$ cat config.mk
export PLATFORM = sky130hd
export DESIGN_NAME = ram_req_ctrl
export DESIGN_NICKNAME = d
export VERILOG_FILES = /design/src/rtl/ram_pkg.sv /design/src/rtl/ram_wb_fifo.sv /design/src/rtl/ram_req_ctrl.sv
export SDC_FILE = /design/constraint.sdc
export NUM_CORES = 1
export LEC_CHECK = 0
export CAP_MARGIN = 20
export CORE_UTILIZATION = 47
export DETAILED_ROUTE_END_ITERATION = 6
export GPL_ROUTABILITY_DRIVEN = 0
export PLACE_DENSITY = 0.7
export SETUP_SLACK_MARGIN = 0.15
export SLEW_MARGIN = 20
export SYNTH_ARGS = -nofsm -noshare
export SYNTH_HDL_FRONTEND = slang
export SYNTH_SLANG_ARGS = --single-unit
export TNS_END_PERCENT = 5
$ cat constraint.sdc
create_clock -name clk -period 2.6 [get_ports clk]
set_clock_uncertainty 0.2 [all_clocks]
set_input_delay 0.26 -clock clk [delete_from_list [all_inputs] [get_ports clk]]
set_output_delay 0.26 -clock clk [all_outputs]
set_load 0.005 [all_outputs]
$ cat src/rtl/ram_pkg.sv
// rtl/ram_pkg.sv - shared widths, read latency and write-request type for the RAM request controller
package ram_pkg;
    localparam int DATA_W = 32;
    localparam int ADDR_W = 5;
    localparam int RD_LAT = 3;

    typedef struct packed {
        logic [ADDR_W-1:0] addr;
        logic [DATA_W-1:0] data;
    } wr_req_t;
endpackage

$ cat src/rtl/ram_wb_fifo.sv
// rtl/ram_wb_fifo.sv - posted-write queue; entries are exposed oldest-first for the read compare
module ram_wb_fifo
    import ram_pkg::*;
#(
    parameter int DEPTH = 4,
    parameter int CNT_W = $clog2(DEPTH + 1)
) (
    input  logic                  clk,
    input  logic                  rst,
    input  logic                  i_push,
    input  wr_req_t               i_push_req,
    input  logic                  i_pop,
    output wr_req_t               o_head,
    output logic [CNT_W-1:0]      o_count,
    output logic                  o_full,
    output logic [DEPTH-1:0]      o_ent_valid,
    output wr_req_t [DEPTH-1:0]   o_ent
);
    localparam int PTR_W = $clog2(DEPTH);

    wr_req_t            r_mem [DEPTH];
    logic [PTR_W-1:0]   r_rd_ptr;
    logic [PTR_W-1:0]   r_wr_ptr;
    logic [CNT_W-1:0]   r_count;

    always_ff @(posedge clk) begin
        if (i_push) begin
            r_mem[r_wr_ptr] <= i_push_req;
        end
    end

    always_ff @(posedge clk) begin
        if (rst) begin
            r_rd_ptr <= '0;
            r_wr_ptr <= '0;
            r_count  <= '0;
        end else begin
            if (i_push) begin
                r_wr_ptr <= r_wr_ptr + 1'b1;
            end
            if (i_pop) begin
                r_rd_ptr <= r_rd_ptr + 1'b1;
            end
            case ({i_push, i_pop})
                2'b10:   r_count <= r_count + 1'b1;
                2'b01:   r_count <= r_count - 1'b1;
                default: r_count <= r_count;
            endcase
        end
    end

    // Index 0 is the head, so a higher index is always a younger entry.
    always_comb begin
        o_ent       = '0;
        o_ent_valid = '0;
        for (int k = 0; k < DEPTH; k++) begin
            o_ent[k]       = r_mem[r_rd_ptr + PTR_W'(k)];
            o_ent_valid[k] = CNT_W'(k) < r_count;
        end
    end

    assign o_head  = r_mem[r_rd_ptr];
    assign o_count = r_count;
    assign o_full  = (r_count == CNT_W'(DEPTH));
endmodule

$ cat src/rtl/ram_req_ctrl.sv
// rtl/ram_req_ctrl.sv - write/read request controller in front of the dual-port RAM
module ram_req_ctrl #(
    parameter int DATA_W   = ram_pkg::DATA_W,
    parameter int ADDR_W   = ram_pkg::ADDR_W,
    parameter int WB_DEPTH = 4
) (
    input  logic                          clk,
    input  logic                          rst,
    input  logic                          wr_valid,
    output logic                          wr_ready,
    input  logic [ADDR_W-1:0]             wr_addr,
    input  logic [DATA_W-1:0]             wr_data,
    input  logic                          rd_valid,
    output logic                          rd_ready,
    input  logic [ADDR_W-1:0]             rd_addr,
    output logic                          rsp_valid,
    output logic [DATA_W-1:0]             rsp_data,
    output logic                          rsp_fwd,
    input  logic                          drain_hold,
    output logic [$clog2(WB_DEPTH+1)-1:0] wb_count,
    output logic                          write_enable,
    output logic [ADDR_W-1:0]             write_address,
    output logic [DATA_W-1:0]             data_in,
    output logic                          read_enable,
    output logic [ADDR_W-1:0]             read_address,
    input  logic [DATA_W-1:0]             data_out
);
    import ram_pkg::*;

    localparam int CNT_W = $clog2(WB_DEPTH + 1);

    logic [CNT_W-1:0]          w_count;
    logic                      w_full;
    wr_req_t                   w_head;
    logic [WB_DEPTH-1:0]       w_ent_valid;
    wr_req_t [WB_DEPTH-1:0]    w_ent;
    logic                      w_wr_fire;
    logic                      w_rd_fire;
    logic                      w_pop;
    logic                      w_hit;
    logic [DATA_W-1:0]         w_hit_data;

    wr_req_t                   r_wr;
    logic                      r_we;
    logic                      r_re;
    logic [ADDR_W-1:0]         r_raddr;
    logic [RD_LAT-1:0]         r_vld_pipe;
    logic [RD_LAT-1:0]         r_fwd_pipe;
    logic [DATA_W-1:0]         r_d1;
    logic [DATA_W-1:0]         r_d2;
    logic [DATA_W-1:0]         r_rsp_data;

    assign w_wr_fire = wr_valid && !w_full && !rst;
    assign w_rd_fire = rd_valid && !rst;
    assign w_pop     = (w_count != '0) && !drain_hold && !rst;

    ram_wb_fifo #(
        .DEPTH (WB_DEPTH)
    ) u_wb_fifo (
        .clk         (clk),
        .rst         (rst),
        .i_push      (w_wr_fire),
        .i_push_req  ('{addr: wr_addr, data: wr_data}),
        .i_pop       (w_pop),
        .o_head      (w_head),
        .o_count     (w_count),
        .o_full      (w_full),
        .o_ent_valid (w_ent_valid),
        .o_ent       (w_ent)
    );

    // Later matches overwrite earlier ones, leaving the youngest buffered write.
    always_comb begin
        w_hit      = 1'b0;
        w_hit_data = '0;
        for (int k = 0; k < WB_DEPTH; k++) begin
            if (w_ent_valid[k] && (w_ent[k].addr == rd_addr)) begin
                w_hit      = 1'b1;
                w_hit_data = w_ent[k].data;
            end
        end
    end

    always_ff @(posedge clk) begin
        if (rst) begin
            r_wr       <= '0;
            r_we       <= 1'b0;
            r_re       <= 1'b0;
            r_raddr    <= '0;
            r_vld_pipe <= '0;
            r_fwd_pipe <= '0;
            r_d1       <= '0;
            r_d2       <= '0;
            r_rsp_data <= '0;
        end else begin
            r_we       <= w_pop;
            r_wr       <= w_head;
            r_re       <= w_rd_fire && !w_hit;
            r_raddr    <= rd_addr;
            r_vld_pipe <= {r_vld_pipe[RD_LAT-2:0], w_rd_fire};
            r_fwd_pipe <= {r_fwd_pipe[RD_LAT-2:0], w_rd_fire && w_hit};
            r_d1       <= w_hit_data;
            r_d2       <= r_d1;
            // Stage 2 of a miss lines up with the RAM's registered read data.
            r_rsp_data <= r_fwd_pipe[1] ? r_d2 : data_out;
        end
    end

    assign wr_ready      = !rst && !w_full;
    assign rd_ready      = !rst;
    assign wb_count      = rst ? '0 : w_count;
    assign write_enable  = r_we && !rst;
    assign write_address = rst ? '0 : r_wr.addr;
    assign data_in       = rst ? '0 : r_wr.data;
    assign read_enable   = r_re && !rst;
    assign read_address  = rst ? '0 : r_raddr;
    assign rsp_valid     = r_vld_pipe[RD_LAT-1] && !rst;
    assign rsp_fwd       = r_fwd_pipe[RD_LAT-1] && !rst;
    assign rsp_data      = rst ? '0 : r_rsp_data;
endmodule

== Yosys cells after proc, flatten, opt, wreduce, memory -nomap -nowiden ==
Memory sizes are Yosys's and may differ from the RTL's. A register that Yosys moved wholly into a read port is not among the register bits.
Index checks and enable logic that the tools add are counted.
Operators by class
  eq/ne operators: 7
  magnitude comparators: 4
  reduce and logical (&&, ||, !) cells: 22
  mux-type cells: 19
  add/subtract/negate cells: 6
Operators with widths (number)
  $mux W32: 7
  $eq A5 B5 Y1: 4
  $logic_and A1 B1 Y1: 16
  $mux W5: 2
  $lt A1 B3 Y1 const A: 2
  $lt A2 B3 Y1 const A: 2
  $mux W1: 6
  $pmux W3 S2: 1
  $add A2 B1 Y2 const B: 2
  $add A2 B2 Y2 const B: 2
  $logic_not A1 Y1: 4
  $mux W2: 2
  $add A3 B1 Y3 const B: 1
  $eq A3 B3 Y1 const B: 1
  $mux W3: 1
  $reduce_bool A3 Y1: 1
  $sub A3 B1 Y3 const B: 1
  $eq A2 B1 Y1 const B: 1
  $eq A2 B2 Y1 const B: 1
  $reduce_bool A2 Y1: 1
Storage, ports and cells
  bits of input ports: 79
  RAM bits: 148
  register bits: 153
  memories: 1
  word-level logic and storage cells: 72
  output and inout port bits: 83
Memory list
  u_wb_fifo.r_mem: depth 4, bits a word 37, read ports 4, clocked after memory_dff 1, wr ports 1, RTL line ram_wb_fifo.sv:21  | wr_req_t r_mem [DEPTH];

== Longest topological paths before layout ==
Gate-level depths: netlist (run 1).
An unclocked memory read counts as a cell.
  word-level depth: 9
  mapped depth: 11
  gate-level depth less buffers: 9

== Cells and area by module ==
From an unflattened synthesis (run 1), not the netlist that was laid out.
Second synthesis, totals
  cell total of the unflattened synthesis: 1058
  area, all modules: 15077.0 µm²
By module, submodules not included
  ram_wb_fifo: seq. area each 4624.4 µm², cells an instance 420, instances 1, area each 8838.5 µm²
  ram_req_ctrl: seq. area each 2922.8 µm², cells an instance 638, instances 1, area each 6238.5 µm²

== Least setup slack after synthesis (run 1) ==
Ideal clock, no wire load.
  kind: register to register
  from: register with a tool-made name
  to: register r_d1[31]
  cell stages (with the launch flop): 11
  required time: 2.312 ns
  library setup time: 0.088 ns
  period minus slack after synthesis: 2.617 ns
  slack: -0.017 ns
  arrival time: 2.329 ns
  buffers on the path: 3
  cells stage by stage: dfxtp_1 > buf_6 > buf_6 > mux2i_2 > o22ai_1 > or4_1 > a2111o_1 > a21oi_4 > buf_6 > a221oi_2 > o32ai_2
RTL lines
  end signal: assignment: RTL line ram_req_ctrl.sv:102  | r_d1 <= w_hit_data;
  end: declaration: RTL line ram_req_ctrl.sv:49  | logic [DATA_W-1:0] r_d1;

==> results of run 1 <==
## repair_timing
item / 4_1_cts / 5_1_grt
hold buffers: 1 / 0
hold endpoints to repair: 15 / 0
setup endpoints to repair: 35 / 34
resized for setup: 5 / 7
pin swaps: 8 / 0
## where the power goes
part           leakage [nW]  switching, mW  internal (mW)
Combinational          2.91          0.924           1.05
Sequential             2.62         0.0951           5.21
Clock                 0.532           1.81           2.72
Total                  6.06           2.83           8.98
## worst max-delay path, cell delays in order (launching register included)
cell and delay [ns]:
dfxtp_4 0.37, buf_4 0.13, mux2i_1 0.14, a22o_1 0.21
or4_1 0.53, a2111o_1 0.40, a21oi_4 0.22, buf_12 0.21
a221oi_1 0.11, o32ai_1 0.23
## kinds of logic (layout without fill, tap and decap cells)
kind of cell | Yosys count | after routing | share of synthesized area [%]
AO/OA/AOI/OAI | 125 | 125 | 9.69
XOR/XNOR | 22 | 22 | 1.34
adder cells (fa/ha/maj) | 9 | 9 | 0.785
buffers and inverters | 97 | 306 | 3.02
flip-flops | 303 | 303 | 52.6
multiplexers | 224 | 224 | 22.3
other | 0 | 1 | 0
AND/OR/NAND/NOR | 268 | 268 | 10.2
## metrics by stage
stage                     util [%]  hold slack (ns)  power [mW]
after floorplan                  -            0.133        6.69
after global routing          60.2           0.0364        12.2
after CTS                     60.1           0.0101        11.9
after global placement        56.5            0.216        7.34
final                         60.2           0.0239        11.8
after detailed placement      56.5            0.227        7.37
## registers in the layout (all words and copies together), names as in the netlist, named ones only
signal              flops
r_d1                   32
r_d2                   32
r_fwd_pipe              3
r_raddr                 5
r_re                    1
r_rsp_data             32
r_vld_pipe              3
r_we                    1
r_wr                   37
u_wb_fifo.o_count       3
u_wb_fifo.r_mem       148
u_wb_fifo.r_rd_ptr      2
u_wb_fifo.r_wr_ptr      2
## area by class of cell
| cell class | count | area, sq um |
|---|---|---|
| fill | 2353 | 11900 |
| sequential | 303 | 7560 |
| multi-input combinational | 648 | 6420 |
| timing repair buffer | 240 | 2410 |
| clock buffer | 46 | 947 |
| tap | 390 | 488 |
| clock inverter | 11 | 118 |
| inverter | 9 | 33.8 |
| antenna | 1 | 2.50 |
## metal layers
layer | global-route usage, % | vias to the layer above
li1 | - | 4331
met1 | 28.1 | 4648
met2 | 36.3 | 296
met3 | 3.95 | 70
met4 | 7.08 | 6
met5 | 0 | -
## layout by cell type (no fill, tap or decap), types with 4 or more instances in the layout
cell type        instances
clkdlybuf4s50_1        159
dfxtp_1                150
edfxtp_1               148
nor2b_1                121
mux2i_1                113
nor2_1                  77
mux4_2                  73
buf_4                   61
and2_1                  36
o22ai_1                 35
clkbuf_16               34
mux2_2                  33
a221oi_2                30
o32ai_2                 30
buf_12                  16
xor2_1                  13
nand2_1                 12
inv_1                    8
xnor2_1                  8
ha_1                     8
a211oi_1                 6
clkbuf_1                 6
clkbuf_8                 5
and3_2                   4
nand2b_1                 4
dfxtp_4                  4
inv_4                    4
## worst paths after layout
path                                      end  cells past startpoint
worst max-delay path                  r_d1[1]                      9
worst min-delay path            r_rsp_data[8]                      3
worst max register to register        r_d1[1]                      9
worst min register to register  r_vld_pipe[1]                      1
==> results.toml, run 1 <==
[timing]
maxSlewViolCount = 0
tns_ns = -5.92
setup_slack_ns = -0.238
worst_pin_slew_ns = 0.843
setup_viol = 32
period_share_pct = 109
fmax_mhz = 352
rsz0062_at_grt = "true"
hold_viol_final = 0
slew_headroom_pct = 43.6
min_period_ns = 2.84

[power_and_ir_drop]
ir_drop_v = 0.000535
power.leakage_nw = 6.06
p_per_area_nw_per_um2 = 657

[logic_synthesis]
yosysMostFrequentCell = "dfxtp_1"
synth_top_area_share_pct = 31.0
synthFlopType = "dfxtp_1"
syn_avg_cell_area_sq_um = 13.7
synth_commonest_cells = "dfxtp_1 (155), edfxtp_1 (148), nor2b_1 (121), mux2i_1 (116), nor2_1 (77)"
ys_seq_area_share_pct = 52.6
synth_top_cell_by_area = "edfxtp_1"
synth.cell_area_sq_um = 14400
synthArstFlopShare_pct = 0
yosysWarnings = 0
synth-edff-count = 148
netlist_instances = 1048
synth.area.top_cells = "edfxtp_1 (31%), dfxtp_1 (22%), mux4_2 (11%)"
synth_seq_cells = 303
synth_cell_types = 50
synth_nets = 1136

[die]
die_area_sq_um = 31200
die_h_um = 177
die_w_um = 177
placement_rows = 63
io-pin-count = 162
initial_utilization_pct = 48.0
core_sq_um = 29900

[route]
vias_per_cell = 5.67
vias = 9351
drc = 0
first_pass_iters = 5
met2_wirelength_um = 16000
routed_wirelength_um = 33600
ant_nets = 0
met1_length_um = 14500
drt_iter0_drc = 540
wl_per_cell_um = 20.4
met3_length_um = 2190
dr.max_layer_used = "met5"

[placement]
portBuffers = 161
place_inst = 1589
post-place-ws_ns = -0.463
dpl.hpwl_um = 21300
post_dp_cell_area_sq_um = 16900

[setup_path]
start_kind = "flop"
crit_path_end_kind = "flop"
cp.required_ns = 2.86
r2r_slack_ns = -0.24
path_class = "reg -> reg"
arrival_ns = 3.10
cp_max_fo = 15

[hold_path]
worstHoldStart = "rst"
hold_path.class = "in -> reg"

[cells_and_area]
drive_above_1_share_pct = 25.5
num-nets-final = 1321
syn_to_final_growth_pct = 25.3
final_cells = 1648
stdcell_area_sq_um = 18000

[grt]
grt_usage_pct = 21.6
antenna_found_initial = 4
grt_max_degree = 91
grt_pass1_wl_um = 52200
grt-ovfl-total = 0
grt_pass1_vias = 9526

[cts]
clk_pin_slew_ns = 0.06
cts_tree = "yes"
postCtsSetupBuffers = 0
clockBufferDepth = 3
cts_made_buffers = 31
cts_htree_levels = 1
cts-root-buf = "clkbuf_16"
clock_latency_ns = 0.56
clock-sinks = 303

[outcome]
outcome = "finished, violations left"
violations = "setup timing"

[run]
max_cap_viol_count = 0
Power figures use the tool's default switching activity.
==> run 2: changes to the inputs <==
--- a/config.mk
+++ b/config.mk
@@ -6,10 +6,10 @@
 export NUM_CORES = 1
 export LEC_CHECK = 0
 export CAP_MARGIN = 20
-export CORE_UTILIZATION = 47
+export CORE_UTILIZATION = 35
 export DETAILED_ROUTE_END_ITERATION = 6
 export GPL_ROUTABILITY_DRIVEN = 0
-export PLACE_DENSITY = 0.7
+export PLACE_DENSITY = 0.55
 export SETUP_SLACK_MARGIN = 0.15
 export SLEW_MARGIN = 20
 export SYNTH_ARGS = -nofsm -noshare
==> results.toml, run 2 (same netlist as run 1, synthesis figures left out) <==
[outcome]
outcome = "finished, violations left"
violations = "setup timing"

[cts]
clk_pin_slew_ns = 0.06
clock-sinks = 303
cts-root-buf = "clkbuf_16"
cts_made_buffers = 36
cts_tree = "yes"
clock_latency_ns = 0.53
cts_htree_levels = 2
clockBufferDepth = 3

[cells_and_area]
final_cell_mix = "clkdlybuf4s50_1 (159), dfxtp_1 (150), edfxtp_1 (148), nor2b_1 (121), mux2i_1 (114)"
insertedDiodeCount = 0
reg_top3 = "u_wb_fifo.r_mem x148, r_wr x37"
drive_above_1_share_pct = 26.1
largest_reg_flops = 148
largest_register = "u_wb_fifo.r_mem"
num-nets-final = 1335
layout.cells.most_common = "clkdlybuf4s50_1"
syn_to_final_growth_pct = 28.5

[timing]
tns_ns = -7.56
min_period_ns = 2.88
holdWs_ns = 0.0541
setup_viol = 32
maxSlewViolCount = 0
slew_headroom_pct = 43.2
rsz0062_at_grt = "true"
period_share_pct = 111
fmax_mhz = 347
setup_slack_ns = -0.283
hold_viol_final = 0
worst_pin_slew_ns = 0.852

[route]
met1_length_um = 16600
dr.max_layer_used = "met5"
vias = 9252
vias_per_cell = 5.14
drt_iter0_drc = 567
met3_length_um = 1820
met2_wirelength_um = 18200
routed_wirelength_um = 37500
drc = 0
ant_nets = 0
wl_per_cell_um = 20.9
first_pass_iters = 4

[grt]
grt_pass1_wl_um = 56800
grt_usage_pct = 17.9
antenna_found_initial = 1
grt_max_degree = 68
grt-ovfl-total = 0
grt_pass1_vias = 9664

[power_and_ir_drop]
p_per_area_nw_per_um2 = 664
p_comb_share_pct = 16.4
p_seq_share_pct = 43.4
switching_share_pct = 24.4
ir_drop_v = 0.000398
p_switching_mw = 2.99
power.leakage_nw = 6.19
internal-power_mw = 9.25
clkPwrFrac_pct = 40.2

[die]
die_w_um = 204
die_h_um = 204
die_area_sq_um = 41800
io-pin-count = 162
core_sq_um = 40100
placement_rows = 73
initial_utilization_pct = 35.8

[setup_path]
r2r_slack_ns = -0.28
start_kind = "flop"
crit_path_end_kind = "flop"
timing.critical_path.to = "r_d1[10]"
arrival_ns = 3.12
cp.required_ns = 2.83
path_class = "reg -> reg"
timing.rr.end = "r_d1[10]"
worst_r2r_path_depth = 11
cp_max_fo = 7

[run]
max_cap_viol_count = 0

[placement]
portBuffers = 161
post-place-ws_ns = -0.482
dpl.hpwl_um = 23900

[hold_path]
hold_path.class = "in -> reg"
run 2: worst max-delay path: stages (launching register included):
cell and delay, ns:
dfxtp_4 0.36, buf_12 0.14, mux2i_2 0.16, a22o_1 0.21, or4_1 0.52, a2111o_1 0.39, a21oi_4 0.17, buf_12 0.15
buf_12 0.12, buf_12 0.10, a221oi_2 0.06, o32ai_2 0.22
run 2: cell type report:
cell class,count,area [sq um]
Tap cell,525,657
Clock buffer,51,1070
Inverter,9,33.8
Clock inverter,14,105
Fill cell,3598,21700
Timing Repair Buffer,249,2600
Sequential cell,303,7560
Multi-Input combinational cell,648,6410
run 2: power by group through the flow:
stage	sequential, mW	combinational, mW	clock [mW]
after floorplan	5.36	1.33	0
after global placement	5.41	1.99	0
after detailed placement	5.41	2.00	0
after CTS	5.31	2.01	5.09
after global routing	5.33	2.17	5.27
final	5.31	2.00	4.93
run 2: worst min path at each step:
stage,cells past startpoint,startpoint,end
floorplan,1,drain_hold,r_we
global placement,1,r_d1[6],r_d2[6]
detailed placement,1,r_fwd_pipe[0],r_fwd_pipe[1]
CTS,3,rst,u_wb_fifo.r_wr_ptr[0]
global route,3,rst,r_rsp_data[0]
finish,3,rst,u_wb_fifo.r_wr_ptr[0]
run 2: per-layer routing:
| layer | track usage [%] | vias up |
|---|---|---|
| li1 | - | 4355 |
| met1 | 22.9 | 4601 |
| met2 | 30.1 | 230 |
| met3 | 3.78 | 64 |
| met4 | 5.65 | 2 |
| met5 | 0 | - |
run 2: timing repair:
item	4_1_cts	5_1_grt
setup endpoints to repair	35	34
gates resized for setup	5	2
buffers inserted	0	3
hold buffers	2	0
pin swaps	0	3
hold endpoints to repair	15	0
gates cloned	0	2
run 2: per-stage QoR:
step	instances	utilization, %	cell area, sq um	power (mW)
floorplan	1048	-	14400	6.69
global route	1799	46.0	18400	12.8
global placement	1727	42.7	17100	7.40
CTS	1794	45.7	18300	12.4
finish	1799	46.0	18400	12.2
detailed placement	1727	42.7	17100	7.41
==> run 3: changes to the inputs <==
--- a/config.mk
+++ b/config.mk
@@ -8,8 +8,10 @@
 export CAP_MARGIN = 20
 export CORE_UTILIZATION = 35
 export DETAILED_ROUTE_END_ITERATION = 6
+export DONT_BUFFER_PORTS = 1
 export GPL_ROUTABILITY_DRIVEN = 0
-export PLACE_DENSITY = 0.55
+export HOLD_SLACK_MARGIN = 0.03
+export PLACE_DENSITY = 0.48
 export SETUP_SLACK_MARGIN = 0.15
 export SLEW_MARGIN = 20
 export SYNTH_ARGS = -nofsm -noshare
==> constraint.sdc (replaced) <==
create_clock -name clk -period 2.7 [get_ports clk]
set_clock_uncertainty 0.2 [all_clocks]
set_input_delay 0.27 -clock clk [delete_from_list [all_inputs] [get_ports clk]]
set_output_delay 0.27 -clock clk [all_outputs]
set_load 0.005 [all_outputs]
==> results.toml, run 3 (same netlist as run 1, synthesis figures left out) <==
[power_and_ir_drop]
totalPowerFinal_mw = 11.6
ir_drop_v = 0.000338
p_per_area_nw_per_um2 = 666
power.leakage_nw = 5.84

[grt]
grt_pass1_vias = 9291
grt.busiest_layer = "met2"
grt_max_degree = 86
antenna_found_initial = 4
grt_use_met1_pct = 23.1
grt-ovfl-total = 0
grt_pass1_wl_um = 56700
grt_use_met2_pct = 31.0
global_route.usage.met3_pct = 2.93
grt_usage_pct = 18.2

[timing]
period_share_pct = 105
setup_slack_ns = -0.132
maxSlewViolCount = 0
tns_ns = -2.65
rsz0062_at_grt = "true"
worst_pin_slew_ns = 0.911
holdWs_ns = 0.0793
fmax_mhz = 353
min_period_ns = 2.83
hold_viol_final = 0
setup_viol = 32
slew_headroom_pct = 39.3

[route]
routed_wirelength_um = 37700
vias = 8910
drt_iter0_drc = 499
vias_per_cell = 5.23
wl_per_cell_um = 22.1
ant_nets = 0
first_pass_iters = 5
drc = 0

[cts]
clockBufferDepth = 3
clk_pin_slew_ns = 0.06
cts-root-buf = "clkbuf_16"
clock_latency_ns = 0.53
clock-sinks = 303
cts_htree_levels = 2
cts_tree = "yes"
cts_made_buffers = 36
postCtsSetupBuffers = 0

[die]
io-pin-count = 162
core_sq_um = 40100
die_w_um = 204
die_area_sq_um = 41800
die_h_um = 204
placement_rows = 73
initial_utilization_pct = 35.8

[placement]
post-place-ws_ns = -0.104
dpl.hpwl_um = 23800
portBuffers = 0
place_inst = 1555
post_dp_cell_area_sq_um = 15400

[setup_path]
timing.rr.end = "r_d1[19]"
cpPeakStageDelay_ns = 0.52
crit_path_end_kind = "flop"
cp.required_ns = 2.93
r2r_slack_ns = -0.13
worst_r2r_path_depth = 9
start_kind = "flop"
cp_max_fo = 24
arrival_ns = 3.07
cp_cell_sequence = "buf_12 -> mux2i_1 -> a22o_1 -> or4_1 -> a2111o_1 -> a21oi_4 -> buf_12 -> a221oi_2 -> o32ai_2"
critPathSlowestCell = "or4_1"
crit_top_cell = "buf_12"
path_class = "reg -> reg"

[hold_path]
min_path_cells = 2
hold_end = "u_wb_fifo.r_mem[0][26]"
worstHoldStart = "wr_valid"
hold_path.class = "in -> reg"

[outcome]
outcome = "finished, violations left"
violations = "setup timing"

[cells_and_area]
reg_top3 = "u_wb_fifo.r_mem x148, r_wr x37"
final_util_pct = 43.6
largest_register = "u_wb_fifo.r_mem"
drive_above_1_share_pct = 27.1
num-nets-final = 1239
final_cells = 1705
final_cell_mix = "dfxtp_1 (150), edfxtp_1 (148), nor2b_1 (121), mux2i_1 (114), dlygate4sd3_1 (82)"
syn_to_final_growth_pct = 21.7
layout.cells.most_common = "dfxtp_1"
stdcell_area_sq_um = 17500
largest_reg_flops = 148

[run]
max_cap_viol_count = 0
## run 3: worst max-delay path by stage
stage,to,slack (ns),cells after the start
after floorplan,r_d1[31],0.08,10
after global routing,r_d1[19],-0.24,8
after detailed placement,r_d1[19],-0.10,8
after global placement,r_d1[25],-0.05,8
final,r_d1[19],-0.13,9
after CTS,r_d1[19],-0.13,8
## run 3: power breakdown
| group | switching [mW] | internal [mW] |
|---|---|---|
| sequential | 0.0985 | 5.02 |
| clock | 1.88 | 2.89 |
| combinational | 0.856 | 0.881 |
## run 3: layout make-up
| class | instances | area [sq um] |
|---|---|---|
| Antenna cell | 3 | 7.51 |
| Clock buffer | 53 | 1090 |
| Clock inverter | 11 | 88.8 |
| Fill cell | 3680 | 22600 |
| Inverter | 9 | 33.8 |
| Multi-Input combinational cell | 648 | 6430 |
| Sequential cell | 303 | 7560 |
| Tap cell | 525 | 657 |
| Timing Repair Buffer | 153 | 1590 |
## run 3: critical path, delay by kind of cell (launching register included)
kind                   cells  cell delay, ns
muxes                      1            0.13
AOI/OAI and AO/OA          5            1.13
and+or+nand+nor            1            0.52
DFF                        1            0.34
buffers and inverters      2            0.39
## run 3: metal layers
metal	share of wire [%]	vias to the layer above
met4	2.7	0
met2	49	221
li1	-	4166
met3	4.1	67
met1	44	4456
met5	0	-
## run 3: what timing repair did
action,CTS,global route
endpoints found under the setup margin,33,35
hold buffers,83,0
pin swaps,4,5
endpoints found under the hold margin,236,0
gates resized for setup,6,5
